## config.mk

```make
export PLATFORM = sky130hd
export DESIGN_NAME = inv_mix512_stream
export DESIGN_NICKNAME = d
export VERILOG_FILES = /design/src/rtl/mix512_pkg.sv /design/src/rtl/inv_mix512.sv /design/src/rtl/inv_mix512_stream.sv
export SDC_FILE = /design/constraint.sdc
export NUM_CORES = 1
export LEC_CHECK = 0
export CAP_MARGIN = 0
export CORE_UTILIZATION = 45
export DETAILED_ROUTE_END_ITERATION = 6
export GPL_TIMING_DRIVEN = 0
export PLACE_DENSITY_LB_ADDON = 0.08
export SYNTH_ARGS = -nofsm -noshare
export SYNTH_HDL_FRONTEND = slang
export SYNTH_HIERARCHICAL = 1
export SYNTH_SLANG_ARGS = --single-unit
```

## constraint.sdc

```tcl
create_clock -name clk -period 18 [get_ports clk]
set_clock_uncertainty 0.15 [all_clocks]
set_input_delay 3.6 -clock clk [delete_from_list [all_inputs] [get_ports clk]]
set_output_delay 3.6 -clock clk [all_outputs]
set_load 0.02 [all_outputs]
```

## src/rtl/mix512_pkg.sv

```systemverilog
// rtl/mix512_pkg.sv - shared constants, index tables and word-array type for the Haraka-512 word mix
//
// Purpose: one place for the 512-bit state geometry and the two word-index
// tables, so the permutation sub-module and the stream wrapper agree.
// Ports: none (package).

package mix512_pkg;

  localparam int NUM_CHUNKS     = 16;
  localparam int CHUNK_W        = 32;
  localparam int BEAT_W         = 128;
  localparam int BEATS          = 4;
  localparam int WORDS_PER_BEAT = NUM_CHUNKS / BEATS;

  // Word 0 sits at bits [31:0], matching the beat packing on the stream.
  typedef logic [NUM_CHUNKS-1:0][CHUNK_W-1:0] word_arr_t;

  typedef int idx_table_t [NUM_CHUNKS];

  // Output word k takes source word TABLE[k].
  localparam idx_table_t FWD_IDX = '{3, 11, 7, 15, 8, 0, 12, 4, 9, 1, 13, 5, 2, 10, 6, 14};
  localparam idx_table_t INV_IDX = '{5, 9, 12, 0, 7, 11, 14, 2, 4, 8, 13, 1, 6, 10, 15, 3};

  function automatic int src_idx(input int inverse, input int k);
    return (inverse != 0) ? INV_IDX[k] : FWD_IDX[k];
  endfunction

endpackage

```

## src/rtl/inv_mix512.sv

```systemverilog
// rtl/inv_mix512.sv - combinational Haraka-512 word mix (inverse or forward)
//
// Purpose: pure wiring permutation of sixteen 32-bit words.
// Ports:
//   in_state  - 512-bit source state, word 0 at bits [31:0]
//   out_state - 512-bit mixed state, out word k = in word TABLE[k]
// Parameter INVERSE: 1 selects the inverse table, 0 the forward table.

module inv_mix512
  import mix512_pkg::*;
#(
  parameter int INVERSE = 1
) (
  input  logic [NUM_CHUNKS*CHUNK_W-1:0] in_state,
  output logic [NUM_CHUNKS*CHUNK_W-1:0] out_state
);

  for (genvar k = 0; k < NUM_CHUNKS; k++) begin : g_word
    localparam int SRC = src_idx(INVERSE, k);
    assign out_state[k*CHUNK_W +: CHUNK_W] = in_state[SRC*CHUNK_W +: CHUNK_W];
  end

endmodule

```

## src/rtl/inv_mix512_stream.sv

```systemverilog
// rtl/inv_mix512_stream.sv - ping-pong buffered streaming wrapper around the 512-bit word mix
//
// Purpose: collects four 128-bit beats into one 512-bit state, mixes the
// words, and streams the result back out as four beats. Two banks let one
// block fill while the previous one drains, giving one beat per cycle.
// Ports:
//   clk, rst            - clock, synchronous active-high reset
//   in_valid/in_ready   - input handshake, in_data carries one 128-bit beat
//   out_valid/out_ready - output handshake, out_data carries one 128-bit beat
//   out_last            - marks the fourth beat of each output block
// Parameter INVERSE: 1 inverse mix, 0 forward mix.

module inv_mix512_stream
  import mix512_pkg::*;
#(
  parameter int INVERSE = 1
) (
  input  logic         clk,
  input  logic         rst,
  input  logic         in_valid,
  output logic         in_ready,
  input  logic [127:0] in_data,
  output logic         out_valid,
  input  logic         out_ready,
  output logic [127:0] out_data,
  output logic         out_last
);

  word_arr_t  bank_q [2];
  word_arr_t  bank_d [2];
  logic [1:0] full_q, full_d;
  logic       wr_ptr_q, wr_ptr_d;
  logic       rd_ptr_q, rd_ptr_d;
  logic [1:0] in_cnt_q, in_cnt_d;
  logic [1:0] out_cnt_q, out_cnt_d;

  logic       in_fire, out_fire;
  word_arr_t  rd_bank;
  word_arr_t  mixed;
  logic [NUM_CHUNKS*CHUNK_W-1:0] mixed_flat;

  // Both handshakes depend only on flops, so a freed bank shows up as
  // in_ready one cycle after the draining transfer, never combinationally.
  assign in_ready  = !full_q[wr_ptr_q];
  assign out_valid = full_q[rd_ptr_q];
  assign in_fire   = in_valid && in_ready;
  assign out_fire  = out_valid && out_ready;

  always_comb begin
    bank_d    = bank_q;
    full_d    = full_q;
    wr_ptr_d  = wr_ptr_q;
    rd_ptr_d  = rd_ptr_q;
    in_cnt_d  = in_cnt_q;
    out_cnt_d = out_cnt_q;

    if (in_fire) begin
      bank_d[wr_ptr_q][{in_cnt_q, 2'b00} +: WORDS_PER_BEAT] = in_data;
      in_cnt_d = in_cnt_q + 2'd1;
      if (in_cnt_q == 2'd3) begin
        full_d[wr_ptr_q] = 1'b1;
        wr_ptr_d         = !wr_ptr_q;
      end
    end

    // A filling bank is never full and a draining bank always is, so the set
    // above and the clear below can only ever hit different banks.
    if (out_fire) begin
      out_cnt_d = out_cnt_q + 2'd1;
      if (out_cnt_q == 2'd3) begin
        full_d[rd_ptr_q] = 1'b0;
        rd_ptr_d         = !rd_ptr_q;
      end
    end
  end

  always_ff @(posedge clk) begin
    if (rst) begin
      full_q    <= 2'b00;
      wr_ptr_q  <= 1'b0;
      rd_ptr_q  <= 1'b0;
      in_cnt_q  <= 2'd0;
      out_cnt_q <= 2'd0;
    end else begin
      full_q    <= full_d;
      wr_ptr_q  <= wr_ptr_d;
      rd_ptr_q  <= rd_ptr_d;
      in_cnt_q  <= in_cnt_d;
      out_cnt_q <= out_cnt_d;
    end
    // Bank contents are meaningless until a block is marked full.
    bank_q[0] <= bank_d[0];
    bank_q[1] <= bank_d[1];
  end

  assign rd_bank = bank_q[rd_ptr_q];

  inv_mix512 #(
    .INVERSE(INVERSE)
  ) u_mix (
    .in_state (rd_bank),
    .out_state(mixed_flat)
  );

  assign mixed    = mixed_flat;
  assign out_data = out_valid ? mixed[{out_cnt_q, 2'b00} +: WORDS_PER_BEAT] : '0;
  assign out_last = out_valid && (out_cnt_q == 2'd3);

endmodule

```

==> results <==
- The aggregate routed wire length is 146000 µm.
- The largest fanout on the critical path is 10.
- STA classifies the critical path endpoint as an output pin.
- The worst setup path is launched from a flip-flop.
- The clock insertion delay at the later pin of the skew report is 710 ps.
- The area of all placed cells without fillers is 57300 µm².
- Across every metal layer, demand over resource in global routing totals 26.9%.
- The number of antenna violations at the first check in global routing is 22.
- In this run, the combinational gates consume 7.7% of the power.
- The synthesized area per cell is 16.0 µm².
- After clock tree synthesis, the clock-pin slew on the worst setup and hold paths is 60 ps.
- The maximum number of buffers from clock root to sink is 3.
- The layout overhead on the synthesized area is 18.3%.
- For this run, the number of Yosys warnings is 6.
- The buffer count from post-CTS setup fixing is 0.
- The I/O pin count is 263.
- For this run, global-route usage on met3 was measured as 4.52%.
- The power density normalized to cell area is 93.1 nW/µm².
- Sequential cells were found to cover a little under two thirds of the synthesized design area.
- The flip-flop and latch count after synthesis is 1032.
- For this run, asynchronously set or reset flops after synthesis account for 0%.
- The number of clock buffers added by TritonCTS is between 100 and 150.
- Before antenna repair, the detailed router went through 7 iterations.
- The share of synthesized area in the top cell type comes to 63.4%.
- For this configuration, the core starts out at a cell density of 45.4%.
- The clock drives 1032 sinks.
- The number of global-route vias before repair is ~27000.
- The final reports fail on DRC.
- The combined flip-flop and latch cell area is 30900 µm².
- Dividing the detail-routed via count by the number of cells gives 5.36.
- The number of enable flip-flop cells after synthesis is roughly 1000.
- The total count of max-transition violations in the final report was 0.
- The final global-route overflow total is 0.
- By area the synthesized netlist is led by sky130_fd_sc_hd__edfxtp_1, sky130_fd_sc_hd__mux2_2, sky130_fd_sc_hd__buf_4, sky130_fd_sc_hd__and2_1, sky130_fd_sc_hd__mux4_2.
- Across the run, the number of max-cap violations was 0.
- The post-route clock period utilization is about 45%.
- The post-layout minimum cycle time is 8020 ps.
- In the synthesized netlist the dominant register cell turns out to be sky130_fd_sc_hd__edfxtp_1.
- Setup repair after global routing left no endpoint under its margin.
- The routing layer with the top usage in global route is met2.
- TritonCTS built the clock tree.
- The width of the die is 330 µm.
- The multi-input combinational cells in the finished layout cover a total of 13100 µm².
- The first global-routing pass estimated 201000 µm of wire.
- The type of the most critical hold path is flip-flop to flip-flop.
- The placed cell area is 53900 µm².
- The final weighted congestion in routability-driven placement is approximately 0.84.
- Entering global routing, the biggest net connects 71 pins.
- Counting every net in the synthesized netlist gives 3177.
- The internal power of the cells totals 4.17 mW.
- The flow ran to the end, but the final reports show violations.
- The netlist uses 29 different library cells.
- In this run, flip-flops and latches consume roughly half of the power.
- Counting instances in the post-synthesis netlist gives the leading cell types as sky130_fd_sc_hd__edfxtp_1, sky130_fd_sc_hd__buf_4, sky130_fd_sc_hd__and2_1.
- The reg-to-reg critical path startpoint is in_cnt_q[0].
- The post-detailed-route DRC marker count is 2.
- After clock tree synthesis, the repair step resized 0 gates.
- The highest ir drop seen on vdd is 84.1 µV.
- Summed over all nets, the switching power comes to 1.17 mW.
- The most frequently used cell type in the post-synthesis netlist is sky130_fd_sc_hd__edfxtp_1.
- At the worst endpoint, the required time is roughly 14000 ps.
- The worst pin sits at a relative slew slack of 4.81%.
- The signal arrival time at the worst endpoint is 4270 ps.
- Measured along the y axis, the die boundary spans 330 µm.
- After synthesis the cells add up to 48500 µm².
- For met2 alone, demand over resource in global routing was 44.8%.
- The final core area utilization is 53.6%.
- Based on the critical path, the design can be clocked at up to 0.125 GHz.
- The critical path is of the flip-flop to output pin type.
- The gate count after technology mapping is 3039.
- Along the worst hold path, the cell count comes to 2.
- After the first detailed-routing iteration, the DRC count stood at around 2600.
- Setup violations remaining at the end of the flow were counted as 0.
- Of the cells placed in the final design, the portion with a size suffix greater than 1 is 40.6%.
- The worst reg2reg path depth is 6.
- The source of the worst hold timing path is in_cnt_q[1].
- The detailed router placed ~27000 vias in this run.
- The region available for standard cell placement spans 107000 µm².
- In the global route stage, met1 resource usage came out at ~36%.
- The hold violation count in the final report is 0.
- In this run the critical register-to-register path is captured at bank_q[493].
- The hold-fix buffer count after cts is 0.
- The number of placement rows is 120.
- The post-layout net count is 3618.
- In this run the clock root is driven by a sky130_fd_sc_hd__clkbuf_16.
- In this run switching power makes up 21.9% of total power.
- The HPWL after detailed placement is 99000 µm.
- The internal reg-to-reg setup slack is 14070 ps.
- The capture endpoint of the worst hold path is in_cnt_q[1].
- The CTS H-tree depth is 3.
- The count of antenna-violating nets left after detailed routing is 0.
- After detailed routing, the average wire length per cell comes to a little under 30 µm.
- Summed over all instances, the cell type with the most area after synthesis is sky130_fd_sc_hd__edfxtp_1.
- The slew at the pin with the worst max-slew slack is around 1400 ps.
- Summed over all cells, the static leakage comes to 18.6 nW.
- Fill cells in the final layout number between 8000 and 9000.
- The count of buffers inserted at the top-level ports is 262.
- The floorplan step defined a die boundary enclosing 109000 µm².
- In this run, the clock network consumes 41.3% of the power.
-- layout by cell type, fill, tap and decap left out, types with 5 or more instances in the layout --
master                            instances
sky130_fd_sc_hd__edfxtp_1              1024
sky130_fd_sc_hd__buf_4                  526
sky130_fd_sc_hd__and2_1                 513
sky130_fd_sc_hd__mux2_2                 512
sky130_fd_sc_hd__clkdlybuf4s50_1        262
sky130_fd_sc_hd__nor2b_1                129
sky130_fd_sc_hd__mux4_2                 128
sky130_fd_sc_hd__clkbuf_16              119
sky130_fd_sc_hd__clkbuf_1                94
sky130_fd_sc_hd__buf_2                   65
sky130_fd_sc_hd__clkinv_1                35
sky130_fd_sc_hd__buf_6                   34
sky130_fd_sc_hd__clkinv_2                19
sky130_fd_sc_hd__buf_12                  15
sky130_fd_sc_hd__diode_2                  8
sky130_fd_sc_hd__buf_1                    8
sky130_fd_sc_hd__dfxtp_1                  8
sky130_fd_sc_hd__nand2_1                  7
sky130_fd_sc_hd__nor2_1                   6
sky130_fd_sc_hd__ha_1                     6
sky130_fd_sc_hd__buf_8                    6
sky130_fd_sc_hd__nand2b_1                 5
sky130_fd_sc_hd__nor3_2                   5
sky130_fd_sc_hd__bufinv_16                5
sky130_fd_sc_hd__buf_16                   5
-- registers in the layout (all words and copies together), names as in the netlist --
| signal | flops |
|---|---|
| out_cnt_q | 2 |
| bank_q | 1024 |
| full_q | 2 |
| in_cnt_q | 2 |
| wr_ptr_q | 1 |
| rd_ptr_q | 1 |
-- worst max-delay path: stages, from the launching register on --
cell                              delay, ps
sky130_fd_sc_hd__dfxtp_1                320
sky130_fd_sc_hd__buf_2                  140
sky130_fd_sc_hd__clkbuf_1               640
sky130_fd_sc_hd__buf_2                  590
sky130_fd_sc_hd__mux2_2                 390
sky130_fd_sc_hd__buf_4                  120
sky130_fd_sc_hd__mux4_2                 440
sky130_fd_sc_hd__nor2b_1                250
sky130_fd_sc_hd__clkdlybuf4s50_1        650
-- layout make-up --
cell class	instances	area share (%)
antenna	8	0.0349
tap	1403	3.06
buffer	666	7.92
multi-input combinational	1336	22.8
timing repair buffer	326	6.21
clock buffer	144	5.36
sequential	1032	53.9
clock inverter	61	0.685
inverter	5	0.0415
-- per-stage QoR --
step	setup TNS [ps]	hold WS (ps)	power [mW]	setup slack, ps	std cells
floorplan	0	376	3.02	4780	3039
detailed placement	0	425	3.18	10760	4768
finish	0	454	5.34	9980	4981
global placement	-1019650	390	3.18	-2940	4704
CTS	0	439	5.36	9960	4973
global route	0	473	5.48	9910	4975
-- cell families (layout without fill, tap and decap cells) --
group / Yosys count / count (layout) / share of synthesized area, %
buffers and inverters: 671 / 1202 / 9.40
other: 0 / 8 / 0
adder cells (fa/ha/maj): 6 / 6 / 0.155
AO/OA/AOI/OAI: 11 / 11 / 0.139
AND/OR/NAND/NOR: 676 / 676 / 8.64
multiplexers: 643 / 643 / 17.9
flip-flops: 1032 / 1032 / 63.8
-- power by group through the flow --
stage / Clock [mW] / Sequential (mW) / Combinational, mW
2_1_floorplan: 0 / 2.78 / 0.231
3_3_place_gp: 0 / 2.80 / 0.382
3_5_place_dp: 0 / 2.77 / 0.408
4_1_cts: 2.23 / 2.72 / 0.411
5_1_grt: 2.32 / 2.73 / 0.431
6_report: 2.21 / 2.72 / 0.409
-- worst max path at each step --
stage                    endpoint  cells after the start  slack, ps  startpoint
CTS                 out_data[113]                      8       9960    rd_ptr_q
finish              out_data[113]                      8       9980    rd_ptr_q
global route        out_data[113]                      8       9910    rd_ptr_q
floorplan             bank_q[512]                      2       4780    in_valid
detailed placement  out_data[113]                      8      10760    rd_ptr_q
global placement      bank_q[880]                      3      -2940    in_valid
-- layer usage --
layer  share of wire [%]  vias up
met5               0.071        -
met1                  41    13920
met4                 2.7       16
li1                    -    11524
met3                 7.3      215
met2                  49     1034
No activity file was read; power rests on OpenSTA's default activity.
